$ cat config.mk
export PLATFORM = sky130hd
export DESIGN_NAME = wb_bus_owner_mux
export DESIGN_NICKNAME = d
export VERILOG_FILES = /design/src/rtl/wb_bus_pkg.sv /design/src/rtl/wb_timeout_counter.sv /design/src/rtl/wb_bus_owner_mux.sv
export SDC_FILE = /design/constraint.sdc
export NUM_CORES = 1
export LEC_CHECK = 0
export ABC_AREA = 1
export ABC_CLOCK_PERIOD_IN_PS = 4200
export CORE_AREA = 2 2 284 286
export DETAILED_ROUTE_END_ITERATION = 7
export DIE_AREA = 0 0 286 288
export HOLD_SLACK_MARGIN = 0.03
export PLACE_DENSITY = 0.3
export SLEW_MARGIN = 15
export SYNTH_ARGS = -nofsm -noshare
export SYNTH_HDL_FRONTEND = slang
export SYNTH_SLANG_ARGS = --single-unit
export TNS_END_PERCENT = 10
$ cat constraint.sdc
create_clock -name clock -period 4.2 [get_ports clock]
set_clock_uncertainty 0.15 [all_clocks]
set_input_delay 0.84 -clock clock [delete_from_list [all_inputs] [get_ports clock]]
set_output_delay 0.84 -clock clock [all_outputs]
set_load 0.02 [all_outputs]
$ cat src/rtl/wb_bus_pkg.sv
// Shared definitions for the Wishbone interconnect: owner FSM encoding, default widths
// and a lowest-set-bit helper.
package wb_bus_pkg;

  localparam int unsigned NumUnitsDefault = 8;
  localparam int unsigned AddrWDefault    = 32;
  localparam int unsigned DataWDefault    = 32;
  localparam int unsigned TimeoutDefault  = 255;
  // Widest one-hot vector the helper accepts; callers zero-extend narrower vectors.
  localparam int unsigned MaxUnits        = 32;

  typedef enum logic [1:0] {
    StIdle    = 2'd0,
    StOwned   = 2'd1,
    StRelease = 2'd2
  } owner_state_e;

  function automatic int unsigned lowest_set_idx(input logic [MaxUnits-1:0] vec);
    lowest_set_idx = 0;
    for (int unsigned i = MaxUnits; i > 0; i--) begin
      if (vec[i-1]) lowest_set_idx = i - 1;
    end
  endfunction

endpackage

$ cat src/rtl/wb_timeout_counter.sv
// Stall counter: counts enabled cycles, clears on request, flags terminal count.
module wb_timeout_counter
  import wb_bus_pkg::*;
#(
  parameter int unsigned MaxCount = TimeoutDefault
) (
  input  logic clock,
  input  logic reset,
  input  logic en_i,
  input  logic clr_i,
  output logic tc_o
);

  localparam int unsigned CntW = $clog2(MaxCount + 1);

  logic [CntW-1:0] cnt_q, cnt_d;

  assign tc_o = (cnt_q == CntW'(MaxCount));

  always_comb begin
    cnt_d = cnt_q;
    if (clr_i) begin
      cnt_d = '0;
    end else if (en_i && !tc_o) begin
      cnt_d = cnt_q + CntW'(1);
    end
  end

  always_ff @(posedge clock) begin
    if (!reset) begin
      cnt_q <= '0;
    end else begin
      cnt_q <= cnt_d;
    end
  end

endmodule

$ cat src/rtl/wb_bus_owner_mux.sv
// Bus-ownership stage behind the arbiter: latches the granted master and routes its classic
// Wishbone cycle to the shared slave. Optional stall timeout under WB_TIMEOUT_EN.
module wb_bus_owner_mux
  import wb_bus_pkg::*;
#(
  parameter int unsigned NUMUNITS       = NumUnitsDefault,
  parameter int unsigned ADDR_W         = AddrWDefault,
  parameter int unsigned DATA_W         = DataWDefault,
  parameter int unsigned TIMEOUT_CYCLES = TimeoutDefault
) (
  input  logic                         clock,
  input  logic                         reset,
  input  logic [NUMUNITS-1:0]          grant_i,
  output logic [NUMUNITS-1:0]          request_o,
  output logic                         done_o,
  input  logic [NUMUNITS-1:0]          m_cyc_i,
  input  logic [NUMUNITS-1:0]          m_stb_i,
  input  logic [NUMUNITS-1:0]          m_we_i,
  input  logic [NUMUNITS*ADDR_W-1:0]   m_adr_i,
  input  logic [NUMUNITS*DATA_W-1:0]   m_dat_w_i,
  input  logic [NUMUNITS*DATA_W/8-1:0] m_sel_i,
  output logic [NUMUNITS-1:0]          m_ack_o,
  output logic [NUMUNITS-1:0]          m_err_o,
  output logic [DATA_W-1:0]            m_dat_r_o,
  output logic                         s_cyc_o,
  output logic                         s_stb_o,
  output logic                         s_we_o,
  output logic [ADDR_W-1:0]            s_adr_o,
  output logic [DATA_W-1:0]            s_dat_w_o,
  output logic [DATA_W/8-1:0]          s_sel_o,
  input  logic                         s_ack_i,
  input  logic                         s_err_i,
  input  logic [DATA_W-1:0]            s_dat_r_i,
  output logic                         busy_o
);

  localparam int unsigned OwnerW = (NUMUNITS > 1) ? $clog2(NUMUNITS) : 1;
  localparam int unsigned SelW   = DATA_W / 8;

  owner_state_e      state_q, state_d;
  logic [OwnerW-1:0] owner_q, owner_d;

  logic              own_cyc, own_stb, own_we;
  logic [ADDR_W-1:0] own_adr;
  logic [DATA_W-1:0] own_dat_w;
  logic [SelW-1:0]   own_sel;
  logic              timeout;

  always_comb begin
    own_cyc   = 1'b0;
    own_stb   = 1'b0;
    own_we    = 1'b0;
    own_adr   = '0;
    own_dat_w = '0;
    own_sel   = '0;
    for (int i = 0; i < NUMUNITS; i++) begin
      if (owner_q == OwnerW'(i)) begin
        own_cyc   = m_cyc_i[i];
        own_stb   = m_stb_i[i];
        own_we    = m_we_i[i];
        own_adr   = m_adr_i[i*ADDR_W +: ADDR_W];
        own_dat_w = m_dat_w_i[i*DATA_W +: DATA_W];
        own_sel   = m_sel_i[i*SelW +: SelW];
      end
    end
  end

`ifdef WB_TIMEOUT_EN
  logic tmo_en, tmo_clr, tmo_tc;

  assign tmo_en  = (state_q == StOwned) && own_stb && !s_ack_i && !s_err_i;
  assign tmo_clr = (state_q != StOwned) || !own_stb || s_ack_i || s_err_i;
  assign timeout = (state_q == StOwned) && tmo_tc;

  wb_timeout_counter #(
    .MaxCount(TIMEOUT_CYCLES)
  ) u_timeout (
    .clock(clock),
    .reset(reset),
    .en_i (tmo_en),
    .clr_i(tmo_clr),
    .tc_o (tmo_tc)
  );
`else
  logic unused_timeout_cfg;
  assign unused_timeout_cfg = ^TIMEOUT_CYCLES;
  assign timeout = 1'b0;
`endif

  always_ff @(posedge clock) begin
    if (!reset) begin
      state_q <= StIdle;
      owner_q <= '0;
    end else begin
      state_q <= state_d;
      owner_q <= owner_d;
    end
  end

  always_comb begin
    state_d = state_q;
    owner_d = owner_q;
    unique case (state_q)
      StIdle: begin
        if (grant_i != '0) begin
          owner_d = OwnerW'(lowest_set_idx(MaxUnits'(grant_i)));
          state_d = StOwned;
        end
      end
      StOwned: begin
        if (!own_cyc || timeout) state_d = StRelease;
      end
      StRelease: state_d = StIdle;
      default:   state_d = StIdle;
    endcase
  end

  always_comb begin
    request_o = m_cyc_i;
    m_dat_r_o = s_dat_r_i;
    done_o    = 1'b0;
    busy_o    = 1'b0;
    s_cyc_o   = 1'b0;
    s_stb_o   = 1'b0;
    s_we_o    = 1'b0;
    s_adr_o   = '0;
    s_dat_w_o = '0;
    s_sel_o   = '0;
    m_ack_o   = '0;
    m_err_o   = '0;
    unique case (state_q)
      StIdle:    done_o = (grant_i == '0);
      StRelease: done_o = 1'b1;
      StOwned: begin
        busy_o           = 1'b1;
        s_cyc_o          = own_cyc && !timeout;
        s_stb_o          = own_stb && !timeout;
        s_we_o           = own_we;
        s_adr_o          = own_adr;
        s_dat_w_o        = own_dat_w;
        s_sel_o          = own_sel;
        m_ack_o[owner_q] = s_ack_i;
        m_err_o[owner_q] = s_err_i || timeout;
      end
      default: ;
    endcase
  end

endmodule

* Word-level counts from Yosys, hierarchy flattened
Cells that the tools add are included.
** Storage, ports and cells
- Bits in registers :: 5
- Input port bits :: 612
- Word-level logic and storage cells :: 95
** Operators by class
- Order comparisons :: 2
- Equality and inequality tests :: 11
- Mux-type cells :: 71
- Bitwise logic cells :: 2
- Reduce and logical (&&, ||, !) cells :: 7
** Operators with widths (count)
- $mux 32 :: 18
- $mux 4 :: 9
- $mux 1 :: 29
- $mux 3 :: 8
- $and 8x8->8 :: 2
- $mux 8 :: 2
- $eq 3x3->1 const B :: 4
- $logic_not 8->1 :: 1
- $reduce_bool 8->1 :: 1
- $eq 3x2->1 const B :: 2
- $lt 3x4->1 const B :: 1
- $mux 2 :: 2
- $ne 2x2->1 const B :: 2
- $pmux 2 s2 :: 1
- $reduce_and 2->1 :: 2
- $demux 1 s3 :: 1
- $eq 3x1->1 const B :: 1
- $ge 3x1->1 const B :: 1
- $logic_not 3->1 :: 1
- $eq 2x1->1 const B :: 1
- $eq 2x2->1 const B :: 1
- $logic_not 2->1 :: 1
- $pmux 1 s2 :: 1
- $logic_and 1x1->1 :: 1

* Longest topological paths before layout
- Depth in word-level cells :: 11
- Gate-level depth with buffers :: 12

* Worst setup path after synthesis
No wires, ideal clock.
- Path kind :: reg2out
- Start point :: reg owner_q[1]
- End point :: out s_adr_o[17]
- Arrival time :: 1632 ps
- Setup slack :: 1578 ps
- Cell stages (with the launch flop) :: 8
- Cell sequence :: dfxtp_1 -> clkbuf_2 -> nand2_1 -> inv_1 -> clkbuf_1 -> clkbuf_1 -> o21ai_0 -> a21oi_1
** On the way
- Word-level cells in the longest chain between the ends :: 10
** RTL lines
- from (decl) :: line wb_bus_owner_mux.sv:41 : logic [OwnerW-1:0] owner_q, owner_d;
- from (signal assigned) :: line wb_bus_owner_mux.sv:96 : owner_q <= owner_d;
- $logic_not 3->1 :: line wb_bus_owner_mux.sv:57 : if (owner_q == OwnerW'(i)) begin
- $mux 32 (7 in series) :: line wb_bus_owner_mux.sv:57
- $mux 32 * :: line wb_bus_owner_mux.sv:57
- $mux 32 * :: line wb_bus_owner_mux.sv:131 : unique case (state_q)
- to (decl) :: line wb_bus_owner_mux.sv:28 : output logic [ADDR_W-1:0] s_adr_o,
Mark *: on every way between the ends. The rest lies on a longest branch, timed or not.

* Final worst setup path
- Start point :: reg owner_q[2]
- End point :: out s_sel_o[0]
** On the way
- Word-level cells in the longest chain between the ends :: 10
** RTL lines
- $logic_not 3->1 :: line wb_bus_owner_mux.sv:57
- $mux 4 (7 in series) :: line wb_bus_owner_mux.sv:57
- $mux 4 * :: line wb_bus_owner_mux.sv:57
- $mux 4 * :: line wb_bus_owner_mux.sv:131
- to (decl) :: line wb_bus_owner_mux.sv:30 : output logic [DATA_W/8-1:0] s_sel_o,
Marked as above.

==> flow_summary.toml <==
[run_status]
status = "complete, no violations"

[clock_tree]
cts_buffer_depth = 2
clkTransAtPathRegs_ps = 30
numCtsBuffers = 3
clock-sinks = 5
cts-resized-gates = 0
htreeDepth = 1
insertion_delay_ps = 230
hold_buffers = 0
cts_root_buffer = "clkbuf_16"
cts_setup_buffers = 0
cts_tree = "done"

[sta]
maxSlewHeadroom_pct = 52.3
worst_pin_slew_ps = 714
fmax_ghz = 0.260
tns_ps = 0
layout_min_cycle_time_ps = 3850
finalMaxSlewViolations = 0
rsz0062_at_grt = "false"
finalHoldViolCount = 0
period_share_pct = 91.7
final-setup-viol-count = 0

[synth]
ys_warn_count = 0
synth_area_um2 = 4960
syn-num-nets = 1705
yosys.area_share.simple_pct = 55.9
ys_ff_latch = 5
yosysUniqueCellTypes = 24
synth_compound_area_share_pct = 22.2
synth_seq_area_share_pct = 2.02
synth_top_family_by_area = "simple AND/OR/NAND/NOR gates"
synth_area_per_cell_um2 = 4.54
postSynthCellCount = 1093
synth_fa_ha_area_share_pct = 0
synth-xor-area-share_pct = 0
synth_mux_area_share_pct = 0

[global_routing]
grt_pass1_vias = 10200
grt_max_degree = 45
grt_pass1_wl_um = 72800
grt_usage_pct = 12.2
antenna_found_initial = 6
grt_overflow = 0

[routing]
drt_iter0_drc = 379
routedWlPerCell_um = 19.6
final_antenna_net_count = 0
first_pass_iters = 5
drc = 0
via_count = 9612
vias_per_cell = 3.47
wirelength_um = 54300

[placed_design]
dp_cells = 2756
gp_congestion = 0.825
hpwl_um = 44400
portBuffers = 676

[final_layout]
layout-drive-gt1-share_pct = 3.65
layout_commonest_cell = "clkdlybuf4s50_1"
final_cell_mix = "676 x clkdlybuf4s50_1, 371 x nand2_1, 150 x nor2_1"
nNetsFinal = 2313
syn_to_final_growth_pct = 162
stdcell_count = 2767

[critical_path]
crit_arrival_ps = 2860
cp.required_ps = 3210
worstSetupEndpointType = "output pin"
critPathLaunchType = "register"
critPathKind = "register to output pin"
critical_path.max_fanout = 34

[floorplanning]
dieArea_um2 = 82400
die_w_um = 286
start_util_pct = 6.23
row_count = 104
dieHeight_um = 288
ios = 741
core-area_um2 = 79600

[power_and_ir_drop]
power-per-cell-area_nw_per_um2 = 214
p_leak_nw = 5.05
vdd_drop_max_mv = 0.133

[job]
max_cap_viol_count = 0

[min_path]
hold_class = "register to register"
[kinds of logic (layout without fill, tap and decap cells)]
family / after synthesis / in the layout
DFF: 5 / 5
other: 0 / 7
buffers and inverters: 207 / 814
AOI/OAI and AO/OA: 219 / 219
and+or+nand+nor: 662 / 662
[metal layers]
metal  track usage, %  share of wire, %
met5                0             0.013
met1             14.0                40
met2             22.5                51
met4             2.79               1.9
met3             3.10               7.8
[per-stage QoR]
| step | utilization, % | worst slack [ps] | power (W) | hold slack (ps) | area, µm² |
|---|---|---|---|---|---|
| 2_1_floorplan | - | 1580 | 0.00122 | 396 | 4960 |
| 3_3_place_gp | 16.2 | 335 | 0.00269 | 464 | 12900 |
| 3_5_place_dp | 16.2 | 384 | 0.00267 | 455 | 12900 |
| 4_1_cts | 16.3 | 255 | 0.00284 | 460 | 13000 |
| 5_1_grt | 16.3 | 66.6 | 0.00303 | 518 | 13000 |
| 6_report | 16.3 | 349 | 0.00278 | 446 | 13000 |
[registers in the layout, summed over array words and instances (netlist names)]
register  count
owner_q       3
state_q       2
[critical path, stage by stage (launching register included)]
cell and delay, ps:
dfxtp_1 420, inv_1 150, nand3_1 230, clkinv_2 300, buf_12 290, nand2_1 90
nand3_1 60, a21oi_1 270, nand4_1 120, nand2_1 90, inv_1 40, clkdlybuf4s50_1 530
[worst paths after layout]
check                           startpoint          to  slack (ps)  cells after the start
worst max register to register  owner_q[2]  state_q[0]        2080                     12
worst min-delay path            state_q[0]  owner_q[2]         450                      2
worst max-delay path            owner_q[2]  s_sel_o[0]         350                     11
worst min register to register  state_q[0]  owner_q[2]         450                      2
[power by group]
| group | switching, W | total (W) | internal, W |
|---|---|---|---|
| combinational | 0.00138 | 0.00255 | 0.00117 |
| sequential | 0.0000129 | 0.0000700 | 0.0000570 |
| clock | 0.0000295 | 0.000155 | 0.000126 |
| total | 0.00142 | 0.00278 | 0.00135 |
[Yosys cell counts]
cell | instances | share of area [%]
dfxtp_1 | 5 | 2.0
inv_2 | 6 | 0.45
nand2_2 | 1 | 0.13
a221oi_1 | 1 | 0.18
nor3_1 | 2 | 0.20
buf_6 | 3 | 0.68
nand4_1 | 68 | 8.6
nand2_1 | 371 | 28
a21oi_1 | 105 | 11
nand3_1 | 62 | 6.3
nor2_4 | 1 | 0.23
buf_1 | 5 | 0.38
inv_1 | 87 | 6.6
clkinv_1 | 1 | 0.076
nand3_2 | 1 | 0.20
o22ai_1 | 2 | 0.25
or2_2 | 4 | 0.50
buf_4 | 40 | 6.1
o21ai_0 | 111 | 11
buf_2 | 26 | 2.6
nor2_1 | 151 | 11
nor3_4 | 1 | 0.33
clkbuf_1 | 38 | 2.9
clkbuf_2 | 1 | 0.10
[layout make-up]
class,count,area (µm²)
antenna,7,17.5
clock buffer,4,78.8
fill,9281,66600
inverter,94,359
multi-input combinational,881,3880
sequential,5,104
tap,1060,1330
timing repair buffer,716,7230
No activity file was read; power rests on OpenSTA's default activity.
